==> config.mk <==
export PLATFORM = sky130hd
export DESIGN_NAME = mux_scan_ctrl
export DESIGN_NICKNAME = d
export VERILOG_FILES = /design/src/rtl/mux_scan_pkg.sv /design/src/rtl/mux_scan_settle_cnt.sv /design/src/rtl/mux_scan_ctrl.sv
export SDC_FILE = /design/constraint.sdc
export NUM_CORES = 1
export LEC_CHECK = 0
export ABC_AREA = 0
export BUFFER_PORTS_ARGS = -buffer_cell sky130_fd_sc_hd__buf_2
export CORE_ASPECT_RATIO = 1.75
export CORE_MARGIN = 3
export CORE_UTILIZATION = 58
export CTS_CLUSTER_SIZE = 40
export DETAILED_ROUTE_END_ITERATION = 10
export PLACE_DENSITY = 0.8
export RECOVER_POWER = 50
export REMOVE_ABC_BUFFERS = 1
export SYNTH_ARGS = -nofsm -noshare
export SYNTH_HDL_FRONTEND = slang
export SYNTH_HIERARCHICAL = 1
export SYNTH_SLANG_ARGS = --single-unit
export TNS_END_PERCENT = 10
==> constraint.sdc <==
create_clock -name clk -period 6.3 [get_ports clk]
set_input_delay 0.315 -clock clk [delete_from_list [all_inputs] [get_ports clk]]
set_output_delay 0.315 -clock clk [all_outputs]
set_load 0.01 [all_outputs]
==> src/rtl/mux_scan_pkg.sv <==
// rtl/mux_scan_pkg.sv - shared state encoding and default sizing for the mux scan controller
package mux_scan_pkg;

    typedef enum logic [1:0] {
        IDLE = 2'd0,
        SCAN = 2'd1,
        DONE = 2'd2
    } state_e;

    localparam int NUM_CH_DEF     = 16;
    localparam int SEL_W_DEF      = 4;
    localparam int SETTLE_CYC_DEF = 1;

endpackage

==> src/rtl/mux_scan_settle_cnt.sv <==
// rtl/mux_scan_settle_cnt.sv - per-channel settle counter, terminal count when count equals SETTLE_CYC
module mux_scan_settle_cnt
    import mux_scan_pkg::*;
#(
    parameter int SETTLE_CYC = SETTLE_CYC_DEF
) (
    input  logic clk,
    input  logic rst_n,
    input  logic clr_i,
    input  logic en_i,
    output logic tc_o
);

    localparam logic [3:0] TC_VAL = 4'(SETTLE_CYC);

    logic [3:0] cnt_q;
    logic [3:0] cnt_d;

    assign tc_o = (cnt_q == TC_VAL);

    // Wrap on terminal count so the next channel starts settling from zero.
    always_comb begin
        cnt_d = cnt_q;
        if (clr_i || (en_i && tc_o)) begin
            cnt_d = '0;
        end else if (en_i) begin
            cnt_d = cnt_q + 4'd1;
        end
    end

    always_ff @(posedge clk) begin
        if (!rst_n) begin
            cnt_q <= '0;
        end else begin
            cnt_q <= cnt_d;
        end
    end

endmodule

==> src/rtl/mux_scan_ctrl.sv <==
// rtl/mux_scan_ctrl.sv - scans a NUM_CH:1 bit mux into a parallel word with valid/ready; MUX_SCAN_CONT_EN selects continuous rescanning
module mux_scan_ctrl
    import mux_scan_pkg::*;
#(
    parameter int NUM_CH     = NUM_CH_DEF,
    parameter int SEL_W      = SEL_W_DEF,
    parameter int SETTLE_CYC = SETTLE_CYC_DEF
) (
    input  logic              clk,
    input  logic              rst_n,
    input  logic              start,
    output logic [SEL_W-1:0]  mux_sel,
    input  logic              mux_bit,
    output logic [NUM_CH-1:0] data_out,
    output logic              valid,
    input  logic              ready,
    output logic              busy
);

    localparam logic [SEL_W-1:0] LAST_SEL = SEL_W'(NUM_CH - 1);

    state_e            state_q, state_d;
    logic [SEL_W-1:0]  sel_q, sel_d;
    logic [NUM_CH-1:0] acc_q, acc_d;
    logic [NUM_CH-1:0] acc_next;
    logic [NUM_CH-1:0] data_q, data_d;
    logic              valid_q, valid_d;
    logic              busy_q, busy_d;
    logic              tc;

    mux_scan_settle_cnt #(
        .SETTLE_CYC (SETTLE_CYC)
    ) u_settle (
        .clk   (clk),
        .rst_n (rst_n),
        .clr_i (state_q != SCAN),
        .en_i  (state_q == SCAN),
        .tc_o  (tc)
    );

    always_comb begin
        state_d  = state_q;
        sel_d    = sel_q;
        acc_d    = acc_q;
        data_d   = data_q;
        valid_d  = valid_q;
        acc_next = acc_q;
        acc_next[sel_q] = mux_bit;

        case (state_q)
            IDLE: begin
                if (start) begin
                    state_d = SCAN;
                    sel_d   = '0;
                    acc_d   = '0;
                end
            end
            SCAN: begin
                if (tc) begin
                    acc_d = acc_next;
                    // The last channel's bit goes straight into the output word.
                    if (sel_q == LAST_SEL) begin
                        data_d  = acc_next;
                        valid_d = 1'b1;
                        state_d = DONE;
                    end else begin
                        sel_d = sel_q + SEL_W'(1);
                    end
                end
            end
            DONE: begin
                if (ready) begin
                    valid_d = 1'b0;
                    sel_d   = '0;
`ifdef MUX_SCAN_CONT_EN
                    state_d = SCAN;
                    acc_d   = '0;
`else
                    state_d = IDLE;
`endif
                end
            end
            default: begin
                state_d = IDLE;
                sel_d   = '0;
                valid_d = 1'b0;
            end
        endcase

        busy_d = (state_d != IDLE);
    end

    always_ff @(posedge clk) begin
        if (!rst_n) begin
            state_q <= IDLE;
            sel_q   <= '0;
            acc_q   <= '0;
            data_q  <= '0;
            valid_q <= 1'b0;
            busy_q  <= 1'b0;
        end else begin
            state_q <= state_d;
            sel_q   <= sel_d;
            acc_q   <= acc_d;
            data_q  <= data_d;
            valid_q <= valid_d;
            busy_q  <= busy_d;
        end
    end

    assign mux_sel  = sel_q;
    assign data_out = data_q;
    assign valid    = valid_q;
    assign busy     = busy_q;

endmodule

; Word-level counts from Yosys, hierarchy flattened
; Index checks and enable logic that the tools add are counted.
[word_totals]
input_bits = 5
out_inout_bits = 22
ff_bits = 44
wordCells = 54
[op_classes]
bitwise_logic = 2
n_reduce_logical = 11
mux = 20
addsub = 2
n_eq_ne = 10
order_cmp = 2
[op_table]
columns = op, count
row1 = $mux 16, 2
row2 = $pmux 16 s2, 1
row3 = $bwmux 16, 1
row4 = $mux 4, 4
row5 = $pmux 4 s3, 1
row6 = $ne 2x2->1 const B, 5
row7 = $add 4x1->4 const B, 2
row8 = $mux 2, 4
row9 = $reduce_and 4->1, 2
row10 = $pmux 2 s3, 1
row11 = $reduce_and 3->1, 2
row12 = $lt 4x5->1 const B, 1
row13 = $demux 1 s4, 1
row14 = $eq 4x1->1 const B, 1
row15 = $eq 4x4->1 const B, 1
row16 = $ge 4x1->1 const B, 1
row17 = $mux 1, 4
row18 = $reduce_bool 2->1, 2
row19 = $pmux 1 s3, 1
row20 = $eq 2x1->1 const B, 1
row21 = $eq 2x2->1 const B, 1
row22 = $logic_and 1x1->1, 2
row23 = $logic_not 2->1, 1
row24 = $ne 2x1->1 const B, 1
row25 = 3 further kinds, 4

; Depth between registers and ports, before layout
; Gate-level depths: netlist of run 1.
[depth]
depth_word = 7
ltp_mapped = 8
mapped_depth_nobuf = 6

; Modules after synthesis
; Netlist of run 1, hierarchy kept.
[modules_own_cells]
columns = module, cells_per_inst, seq_area_each_um2, area_each_um2, n_inst
row1 = mux_scan_ctrl, 198, 780.7, 1859.3, 1
row2 = mux_scan_settle_cnt, 20, 80.1, 192.7, 1

; Least setup slack after synthesis of run 1
; No wires, ideal clock.
[synth_timing]
kind = reg-to-reg
start = register u_settle.cnt_q[0]
end = register acc_q[3]
path_slack_ns = 4.178
t_arrival_ns = 2.000
setup_ns = 0.122
t_required_ns = 6.178
path_stages_with_launch = 7
period_less_slack_ns = 2.122
path_buffers = 1
path_cell_list = dfxtp_1 > ha_1 > nor3b_1 > mux2i_1 > o21a_1 > buf_6 > a221o_1
[synth_between]
elab_chain_cells = 3
[synth_rtl]
columns = item, line
row1 = start: declaration, mux_scan_settle_cnt.sv:16  ; logic [3:0] cnt_q;
row2 = start signal: assignment, mux_scan_settle_cnt.sv:35  ; cnt_q <= cnt_d;
row3 = $eq 4x1->1, mux_scan_settle_cnt.sv:19  ; assign tc_o = (cnt_q == TC_VAL);
row4 = net tc, mux_scan_ctrl.sv:29  ; logic tc;
row5 = $ne 2x2->1 (no source line), n/a
row6 = $reduce_and 3->1 (no source line), n/a
row7 = end signal: assignment, mux_scan_ctrl.sv:97  ; acc_q <= '0;
row8 = end signal: assignment, mux_scan_ctrl.sv:104  ; acc_q <= acc_d;
row9 = end: declaration, mux_scan_ctrl.sv:24  ; logic [NUM_CH-1:0] acc_q, acc_d;
; The timed path passes the listed nets, and every way through them passes these cells.
; A chain may end at the register's enable or synchronous reset.

; Worst setup path in the final report of run 1
[layout_timing]
start = register u_settle.cnt_q[0]
end = register data_q[8], in the netlist data_out[8]
[layout_between]
elab_chain_cells = 2
[layout_rtl]
columns = item, line
row1 = $eq 4x1->1, mux_scan_settle_cnt.sv:19
row2 = net tc, mux_scan_ctrl.sv:29
row3 = $reduce_and 3->1 (no source line), n/a
row4 = end signal: assignment, mux_scan_ctrl.sv:105  ; data_q <= data_d;
row5 = end: declaration, mux_scan_ctrl.sv:26  ; logic [NUM_CH-1:0] data_q, data_d;
; The timed path passes the listed nets, and every way through them passes these cells.

==> impl_results.md, run 1 <==
- Initial detailed-routing violation count: 55
- Post-layout total power: 0.000509 W
- Leakage component of the power: around 0.81 nW
- Cell type contributing the most total cell area after synthesis: dfxtp_1
- Fillers: 336
- Crit Path Category: reg2reg
- Portion of total power attributed to the clock network: about two fifths
- VDD IR-drop max: 0.216 mV
- Post CTS Setup Buffer Count: 0
- Avg WL per Cell: 16.1 um
- Worst-path clk slew: approximately 80 ps
- Post-synthesis async set-or-reset flop share: 0%
- Fin. Hold Viols: 0
- Sw Pwr: ~0.00011 W
- Reg-to-reg critical path startpoint: u_settle/cnt_q[0]$_SDFFE_PP0P_
- Overflow left after global routing: 0
- Final Cycle Share: 41.7%
- Relative area change from synthesis to final layout: 8.84%
- Delay-heaviest family, CP: simple AND/OR/NAND/NOR gates
- Buffers on Ports: 26
- Initial antenna violation count: 0
- Endpoint class of the critical path: flip-flop
- Hold-fix buffers, CTS: 0
- CP max FO: 13
- Proportion of netlist area held by the largest area contributor: a little over two fifths
- Pin count of the biggest net entering global routing: 25
- Total DRC errors in the routed layout: 0
- Pint: just under 0.0004 W
- Ordered cell list for the critical path: ha_1 -> nor3b_1 -> nand3b_1 -> nor2_1 -> a211oi_1
- Clock skew: 8.28 ps
- Post-Syn Area per Cell: 9.41 um2
- Post-route worst setup slack: 3670 ps
- Horiz. Die Dim: 51.0 um
- Detailed Routing Iterations Pass 1: 4
- Y dimension of the die: roughly 85 um
- Initial Util: 60.4%
- Cell with the biggest individual delay on the critical path: nor2_1
- Clk sinks: 43
- Unrepaired setup endpoints after global routing: no
- Resized cells post-CTS: 0
- Antenna Cells: 0
- Fraction of power consumed by sequential logic: 54.1%
- RD Place Congestion: 0.845
- Sequential cell area fraction in the yosys report: 42.0%
- Finished Core Util: 65.7%
- Root buffer cell: clkbuf_8
- Launching element of the worst setup path: u_settle/cnt_q[0]$_SDFFE_PP0P_
- Clock tree from TritonCTS: yes
- Top cells by area, synth: dfxtp_1 42%, mux2i_1 6.3%, a211oi_1 5.1%
- Longest individual stage delay on the worst path: 740 ps
- Post-Syn Instances: 218
- Achievable frequency: 0.380 GHz
- Distinct cells, synth: 42
- Top flip-flop cell by instance count after synthesis: dfxtp_1
- Clock insertion delay at the later pin of the skew report: 300 ps
- Total vias in the final route: about 1700
- Slew at the pin closest to its max-slew limit: 882 ps
- Max-cap violation count: 0
- Most used cells in the layout excluding fill and tap cells: 43 x dfxtp_1, 22 x clkbuf_1, 18 x a21oi_1
- Level count of the clock H-tree: 2
- Sum of net half-perimeters after detailed placement: about 3000 um
- Min-delay worst type: in2reg
- Number of storage elements in the synthesis netlist: 43
- Share of power burned in combinational logic: 4.2%
- Floorplan die area: 4320 um2
- Max transition margin: 41.0%
- Final-stage net count: around 240
- Antenna Nets Post-Route: 0
- Startpoint of the tightest hold check path: rst_n
- Pre-CTS WS: 3650 ps
- Clock buffer depth: 2
- Number of synthesis warnings: 6
- Fraction of power spent switching nets: 22.0%
- First-pass GRT wire length: 7810 um
- Site Rows: 28
- Run status: finished clean
- Number of global-route vias before repair: 1666
- Commonest non-fill, non-tap cell in the layout: dfxtp_1
- Via density per instance: 6.16
- Placeable core area: roughly 3400 um2
- Final worst hold slack: 372 ps
- Layout cell share with drive strength beyond 1: ~6.4%
- Kind of start point of the critical path: flip-flop
- Overall routed net length: roughly 4500 um
- Setup TNS after final layout: 0 ps
- Final period demand of the worst path: 2630 ps
- Boundary pin count: 27
- Final setup fails: 0
- Power per standard cell area: 228 nW/um2
- Arrival time worst endpoint: approximately 2800 ps
- Number of buffers created by CTS: 5
- Post-Synthesis Cell Area: 2050 um2
- Crit path buffers/inverters: 0
- Number of synthesized flops with an enable pin: 0
- Number of slew-limit violations in the final report: 0
- Global router's overall resource usage: 23.2%
- Required time worst endpoint: 6450 ps
-- cell type report --
cell class	instances	area, um2	share of cell area, %
flip-flops and latches	43	861	38.5
repair buffers	26	103	4.59
inverters	10	37.5	1.68
well taps	45	56.3	2.52
clock inverters	3	43.8	1.96
multi-input cells	147	1060	47.6
clock buffers	5	68.8	3.08
-- sequential cells by signal (all words and copies together), names as in the netlist --
register	cells
data_out	16
acc_q	15
mux_sel	4
u_settle/cnt_q	4
state_q	2
busy	1
valid	1
-- path summary, 6_finish.rpt --
path                                   end  slack (ps)  depth (start not counted)
hold / removal          valid$_SDFFE_PN0P_         370                          2
setup / recovery  data_out[8]$_SDFFE_PN0P_        3670                          5
setup reg to reg  data_out[8]$_SDFFE_PN0P_        3670                          5
hold reg to reg      acc_q[2]$_SDFFE_PN0P_         460                          1
-- routing by layer --
| layer | vias up | wire [um] | GRT usage [%] |
|---|---|---|---|
| met5 | - | 0 | 0 |
| met4 | 0 | 61 | 9.80 |
| met3 | 6 | 208 | 5.86 |
| met2 | 40 | 2350 | 40.0 |
| met1 | 823 | 1870 | 26.4 |
| li1 | 849 | - | - |
-- power by group through the flow --
stage	Clock [W]	Sequential [W]	Combinational (W)
6_report	0.000213	0.000276	0.0000212
5_1_grt	0.000230	0.000276	0.0000232
4_1_cts	0.000219	0.000276	0.0000217
3_5_place_dp	0	0.000282	0.0000215
3_3_place_gp	0	0.000282	0.0000217
2_1_floorplan	0	0.000282	0.0000126
-- Yosys cell counts (3+ instances only) --
master and count:
dfxtp_1 43, o2bb2ai_1 9, a221o_1 3, o311a_1 3
a21oi_1 18, a211oi_1 14, nand4_1 4, mux2i_1 13
nor3b_1 4, nor2b_1 3, clkbuf_1 9, nor2_1 7
o21ai_0 9, and2_1 3, nand3_1 15, ha_1 6
buf_2 7, nand3b_1 7, o211ai_1 3, inv_1 10
-- cell families (layout without fill, tap and decap cells) --
group	count (synthesis)	in the layout	synth area share, %
muxes	13	13	6.34
and+or+nand+nor	55	55	16.3
AOI/OAI and AO/OA	70	70	24.5
buffers and inverters	28	44	5.98
DFF	43	43	42.0
adders and majority gates	6	6	3.66
xor gates and xnor gates	3	3	1.28
-- per-stage QoR --
stage                     cell area (um2)  cells
after floorplan                      1970    200
after global placement               2150    271
after detailed placement             2150    271
after CTS                            2270    279
after global routing                 2230    279
final                                2230    279
Note: power is estimated with default switching activity, not from simulation.
==> run 2: changes to the inputs <==
--- a/config.mk
+++ b/config.mk
@@ -5,14 +5,14 @@
 export SDC_FILE = /design/constraint.sdc
 export NUM_CORES = 1
 export LEC_CHECK = 0
-export ABC_AREA = 0
+export ABC_AREA = 1
 export BUFFER_PORTS_ARGS = -buffer_cell sky130_fd_sc_hd__buf_2
 export CORE_ASPECT_RATIO = 1.75
 export CORE_MARGIN = 3
-export CORE_UTILIZATION = 58
+export CORE_UTILIZATION = 56
 export CTS_CLUSTER_SIZE = 40
 export DETAILED_ROUTE_END_ITERATION = 10
-export PLACE_DENSITY = 0.8
+export PLACE_DENSITY = 0.78
 export RECOVER_POWER = 50
 export REMOVE_ABC_BUFFERS = 1
 export SYNTH_ARGS = -nofsm -noshare
==> constraint.sdc (replaced) <==
create_clock -name clk -period 2.65 [get_ports clk]
set_input_delay 0.1325 -clock clk [delete_from_list [all_inputs] [get_ports clk]]
set_output_delay 0.1325 -clock clk [all_outputs]
set_load 0.01 [all_outputs]
==> run 2 against run 1 <==
Global-route usage shrank 1.2 points. Sequential power increased by 140%. Final cell count rose by 29%. Core utilization hardly changed. Non-clock buffer count unchanged. Combinational power rose to 3.4 times the previous value. First-iteration DRC count is 53% lower.
==> impl_results.md, run 2 <==
- Metal1 wirelength: between 1500 and 2000 um
- Amount of wire on met3 after detailed routing: 177 um
- Site Rows: 28
- Highest metal layer with signal wires: met4
- Setup TNS after final layout: 0 ps
- Endpoint class of the critical path: flip-flop
- Top cells by area, synth: dfxtp_1 42%, nand2_1 14%, nor2_1 9.2%
- Sequential cell area fraction in the yosys report: 42.4%
- Clock insertion delay at the later pin of the skew report: 300 ps
- Required time worst endpoint: 2890 ps
- Number of buffers created by CTS: 5
- Resized cells post-CTS: 0
- Commonest non-fill, non-tap cell in the layout: nand2_1
- Detailed-routed wire length on met2: 2270 um
- Top flip-flop cell by instance count after synthesis: dfxtp_1
- Hold-fix buffers, CTS: 0
- Distinct cells, synth: 26
- First-pass GRT wire length: 7360 um
- Global router's overall resource usage: 22.0%
- Final setup fails: 0
- Relative area change from synthesis to final layout: 11.0%
- Floorplan die area: 4420 um2
- Clock buffer depth: 2
- Most used cells in the layout excluding fill and tap cells: 78 x nand2_1, 50 x nor2_1, 43 x dfxtp_1
- Clock skew: 7.91 ps
- Fin. Hold Viols: 0
- Post-Syn Instances: 293
- Min-delay worst type: in2reg
- Initial detailed-routing violation count: 26
- Root buffer cell: clkbuf_8
- Top cells by instance count after synthesis: 77 x nand2_1, 50 x nor2_1, 43 x dfxtp_1, 21 x a21oi_1, 19 x o21ai_0
- Avg WL per Cell: 11.8 um
- RD Place Congestion: 0.803
- Post-synthesis async set-or-reset flop share: 0%
- Pin count of the biggest net entering global routing: 22
- Clock tree from TritonCTS: yes
- Number of slew-limit violations in the final report: 0
- Overall routed net length: about 4300 um
- Buffers on Ports: 26
- Sum of net half-perimeters after detailed placement: slightly above 3000 um
- Post-Syn Area per Cell: 6.93 um2
- Level count of the clock H-tree: 2
- Worst-path clk slew: 90 ps
- Number of synthesized flops with an enable pin: 0
- Most repeated cell in the gate-level netlist after synthesis: nand2_1
- Y dimension of the die: about 86 um
- Clk sinks: 43
- CP max FO: 18
- Boundary pin count: 27
- VDD IR-drop max: ~0.53 mV
- Crit Path Category: reg2reg
- Antenna Nets Post-Route: 0
- Layout cell share with drive strength beyond 1: about 6.3%
- Final Cycle Share: 69.6%
- Final worst hold slack: 128 ps
- Unrepaired setup endpoints after global routing: no
- Number of synthesis warnings: 6
- Initial antenna violation count: 0
- Overflow left after global routing: 0
- Kind of start point of the critical path: flip-flop
- Number of global-route vias before repair: 1806
- Power per standard cell area: 593 nW/um2
- Antenna Cells: 0
- Final-stage net count: 326
- Initial Util: between 50 and 60%
- Placeable core area: 3430 um2
- Total vias in the final route: 1848
- Achievable frequency: 0.542 GHz
- Slew at the pin closest to its max-slew limit: about 660 ps
- Post-Synthesis Cell Area: 2030 um2
- Largest register FFs: 16
- Max transition margin: 55.8%
- Detailed Routing Iterations Pass 1: 4
- Via density per instance: 5.12
- Proportion of netlist area held by the largest area contributor: 42.4%
- Cell type contributing the most total cell area after synthesis: dfxtp_1
- Final period demand of the worst path: 1840 ps
- Total DRC errors in the routed layout: 0
- Max-cap violation count: 0
- Arrival time worst endpoint: 2090 ps
- Post CTS Setup Buffer Count: 0
- Number of storage elements in the synthesis netlist: between 40 and 50
- Horiz. Die Dim: slightly above 50 um
- Run status: finished clean
- Leakage component of the power: 0.903 nW
==> run 2: changes by cell type after synthesis, sizes merged, moves of 5 or more <==
cell | previous run | this run
nand3b | 7 | 1
nor2 | 7 | 53
o2bb2ai | 9 | 0
a211oi | 15 | 0
clkbuf | 10 | 5
o21ai | 9 | 33
inv | 10 | 22
nand2 | 2 | 79
mux2i | 13 | 0
==> run 2: worst max-delay path: stages, from the launching register on <==
cell	delay, ps
dfxtp_1	400
ha_1	180
nand2_1	50
nor2_1	140
inv_1	130
nor2_8	280
nand2_4	200
clkinv_4	170
o21ai_0	90
nor2_1	120
==> run 2: logic make-up after synthesis <==
group,after synthesis,share of synthesized area [%]
simple gates,154,32.3
compound gates,55,13.7
flops,43,42.4
buf+inv,34,7.45
fa+ha+maj,6,3.69
xor+xnor,1,0.431
==> run 2: path summary, 6_finish.rpt <==
| check | startpoint | endpoint | slack [ps] | cells past startpoint |
|---|---|---|---|---|
| worst min-delay path | mux_bit | data_out[15]$_SDFFE_PN0P_ | 130 | 3 |
| worst min register to register | acc_q[4]$_SDFFE_PN0P_ | acc_q[4]$_SDFFE_PN0P_ | 470 | 2 |
| worst max register to register | u_settle/cnt_q[0]$_SDFFE_PP0P_ | data_out[3]$_SDFFE_PN0P_ | 810 | 9 |
| worst max-delay path | u_settle/cnt_q[0]$_SDFFE_PP0P_ | data_out[3]$_SDFFE_PN0P_ | 810 | 9 |
==> run 2: layout make-up <==
cell class / count / area (um2)
fillers: 344 / 1180
multi-input cells: 216 / 1010
flip-flops and latches: 43 / 861
repair buffers: 26 / 103
inverters: 23 / 91.3
clock buffers: 5 / 68.8
clock inverters: 3 / 67.6
well taps: 45 / 56.3
==> run 2: stage by stage <==
stage                     std cells  worst slack (ps)  area, um2  power, W  utilization, %
after floorplan                 282              1050       1970  0.000721               -
after global placement          353               880       2160  0.000746            62.9
after detailed placement        353               811       2160  0.000746            62.9
after CTS                       361               787       2290   0.00135            66.8
after global routing            361               568       2260   0.00138            65.7
final                           361               805       2260   0.00134            65.7
==> run 2: routing by layer <==
metal | vias up | GRT usage (%)
met1 | 822 | 22.4
met3 | 10 | 4.87
met2 | 41 | 39.6
met5 | - | 0
met4 | 0 | 12.9
li1 | 975 | -
==> run 2: where the power goes <==
group	leakage [nW]	total, W	switching (W)	internal (W)
combinational	0.492	0.0000728	0.0000532	0.0000196
clock	0.0644	0.000610	0.000234	0.000376
sequential	0.347	0.000655	0.00000500	0.000650
==> run 3: changes to the inputs <==
--- a/config.mk
+++ b/config.mk
@@ -5,7 +5,7 @@
 export SDC_FILE = /design/constraint.sdc
 export NUM_CORES = 1
 export LEC_CHECK = 0
-export ABC_AREA = 1
+export ABC_AREA = 0
 export BUFFER_PORTS_ARGS = -buffer_cell sky130_fd_sc_hd__buf_2
 export CORE_ASPECT_RATIO = 1.75
 export CORE_MARGIN = 3
==> constraint.sdc (replaced) <==
create_clock -name clk -period 1.9 [get_ports clk]
set_input_delay 0.095 -clock clk [delete_from_list [all_inputs] [get_ports clk]]
set_output_delay 0.095 -clock clk [all_outputs]
set_load 0.01 [all_outputs]
==> run 3 against run 2 <==
Worst setup slack worse by 680 ps. Die area grew 0.89%. Non-clock buffer count is 12 higher. Sequential power increased by 40%. Register-to-register slack lost 680 ps. First-iteration DRC count increased by 140%. Hold slack better by 45 ps. Critical path type unchanged. Critical endpoint is now acc_q[3]$_SDFFE_PN0P_. Largest power group unchanged.
==> impl_results.md, run 3 (same netlist as run 1, synthesis figures left out) <==
- Run status: finished clean
- Cell with the biggest individual delay on the critical path: dfxtp_2
- Power per standard cell area: 659 nW/um2
- Slew at the pin closest to its max-slew limit: 632 ps
- Overall routed net length: around 4600 um
- Endpoint of the worst hold-timing path: busy$_SDFF_PN0_
- Achievable frequency: between 0.5 and 0.6 GHz
- Antenna Cells: 0
- CP max FO: 9
- Sum of net half-perimeters after detailed placement: 3240 um
- Buffers on Ports: 26
- Clock buffer depth: 2
- Number of buffers created by CTS: 5
- Largest register FFs: 16
- Finished Core Util: 66.1%
- Clock tree from TritonCTS: yes
- Final period demand of the worst path: between 1500 and 2000 ps
- VDD IR-drop max: 0.757 mV
- Fraction of power consumed by sequential logic: slightly above 60%
- Required time worst endpoint: 2070 ps
- Most used cells in the layout excluding fill and tap cells: 41 x dfxtp_1, 24 x clkbuf_1, 18 x a21oi_1
- Share of power burned in combinational logic: 5.3%
- Boundary pin count: 27
- Initial detailed-routing violation count: 62
- Post CTS Setup Buffer Count: 0
- Resized cells post-CTS: 0
- Worst reg2reg path depth: 7
- Global router's overall resource usage: 22.9%
- Site Rows: 28
- Endpoint class of the critical path: flip-flop
- Unrepaired setup endpoints after global routing: no
- Clk sinks: 43
- Total DRC errors in the routed layout: 0
- First-pass GRT wire length: 7830 um
- Horiz. Die Dim: 51.8 um
- Commonest non-fill, non-tap cell in the layout: dfxtp_1
- Pin count of the biggest net entering global routing: 23
- Fin. Hold Viols: 0
- Relative area change from synthesis to final layout: 11.7%
- Overflow left after global routing: 0
- Y dimension of the die: 86.1 um
- Total vias in the final route: 1759
- Startpoint of the tightest hold check path: ready
- Initial Util: 59.2%
- Crit Path Category: reg2reg
- Placeable core area: 3470 um2
- Reg-to-reg critical path startpoint: u_settle/cnt_q[1]$_SDFFE_PP0P_
- Layout cell share with drive strength beyond 1: 11.1%
- Root buffer cell: clkbuf_8
- Min-delay worst type: in2reg
- Hold-fix buffers, CTS: 0
- Clock skew: 8.54 ps
- Level count of the clock H-tree: 2
- Ordered cell list for the critical path: inv_1 -> ha_1 -> nor3b_1 -> buf_4 -> and4b_1 -> and3_1 -> a221o_1
- Initial antenna violation count: 0
- Antenna Nets Post-Route: 0
- Final-stage net count: approximately 260
- Pint: 0.00118 W
- RD Place Congestion: 0.848
- Longest individual stage delay on the worst path: 350 ps
- Number of slew-limit violations in the final report: 0
- Detailed Routing Iterations Pass 1: 5
- Via density per instance: slightly above 6
- Kind of start point of the critical path: flip-flop
- Worst-path clk slew: 70 ps
- Avg WL per Cell: around 16 um
- Sw Pwr: 0.000332 W
- Arrival time worst endpoint: 1950 ps
- Fraction of power spent switching nets: between 20% and 30%
- Floorplan die area: 4460 um2
- Leakage component of the power: roughly 0.85 nW
- Max transition margin: 57.8%
- Clock insertion delay at the later pin of the skew report: 290 ps
- Fillers: a little over 300
- Max-cap violation count: 0
- Final setup fails: 0
- Setup TNS after final layout: 0 ps
- Number of instances on the worst hold path: 3
- Final Cycle Share: 93.4%
- Portion of total power attributed to the clock network: 34.2%
- Worst R2R End: acc_q[3]$_SDFFE_PN0P_
- R2R setup slack: between 100 and 150 ps
- Number of global-route vias before repair: about 1700
-- run 3: cell count changes in the layout (fill, tap and decap cells not counted), sizes merged, moves of 4 or more --
cell | before | now
nand2 | 79 | 2
nor2 | 53 | 7
o21ai | 33 | 9
a211oi | 0 | 15
mux2i | 0 | 13
inv | 22 | 10
buf | 4 | 15
o2bb2ai | 0 | 9
nand3b | 1 | 7
a21oi | 22 | 18
nand4 | 1 | 5
nor3b | 0 | 4
-- run 3: layout make-up --
cell class	instances	area, um2	share of cell area (%)
clock buffers	6	72.6	3.17
repair buffers	38	193	8.41
multi-input cells	147	1070	46.7
inverters	10	37.5	1.64
well taps	45	56.3	2.46
flip-flops and latches	43	863	37.7
-- run 3: how the worst max path moves through the flow --
stage,startpoint,endpoint,cells past startpoint
after CTS,u_settle/cnt_q[1]$_SDFFE_PP0P_,acc_q[9]$_SDFFE_PN0P_,8
after floorplan,u_settle/cnt_q[0]$_SDFFE_PP0P_,acc_q[3]$_SDFFE_PN0P_,5
after global placement,u_settle/cnt_q[1]$_SDFFE_PP0P_,acc_q[3]$_SDFFE_PN0P_,7
final,u_settle/cnt_q[1]$_SDFFE_PP0P_,acc_q[3]$_SDFFE_PN0P_,7
after detailed placement,u_settle/cnt_q[0]$_SDFFE_PP0P_,acc_q[11]$_SDFFE_PN0P_,6
after global routing,u_settle/cnt_q[1]$_SDFFE_PP0P_,acc_q[3]$_SDFFE_PN0P_,7
-- run 3: power by group through the flow --
stage,Clock (W),Combinational [W],Sequential (W)
floorplan,0,0.0000418,0.000934
global placement,0,0.0000779,0.000934
detailed placement,0,0.0000789,0.000935
CTS,0.000538,0.0000792,0.000913
global route,0.000572,0.0000866,0.000915
finish,0.000516,0.0000797,0.000914
-- run 3: metrics by stage --
| step | instance area [um2] | setup slack [ps] | total power (W) | std cells | hold slack (ps) |
|---|---|---|---|---|---|
| 6_report | 2290 | 126 | 0.00151 | 289 | 173 |
| 5_1_grt | 2290 | 48.4 | 0.00157 | 289 | 170 |
| 4_1_cts | 2320 | 62.5 | 0.00153 | 289 | 159 |
| 3_5_place_dp | 2240 | 72.6 | 0.00101 | 283 | 447 |
| 3_3_place_gp | 2240 | 127 | 0.00101 | 283 | 443 |
| 2_1_floorplan | 1970 | -203 | 0.000976 | 200 | 228 |
-- run 3: worst max-delay path, delay by kind of cell, from the launching register on --
kind	cells	cell delay [ps]
compound gates	1	320
simple gates	3	630
buf+inv	2	210
flops	1	350
fa+ha+maj	1	160
-- run 3: routing by layer --
metal / global-route usage (%) / wire length, um
met4: 9.07 / 61
met2: 40.3 / 2370
met3: 4.17 / 199
met1: 26.6 / 2000
met5: 0 / 0
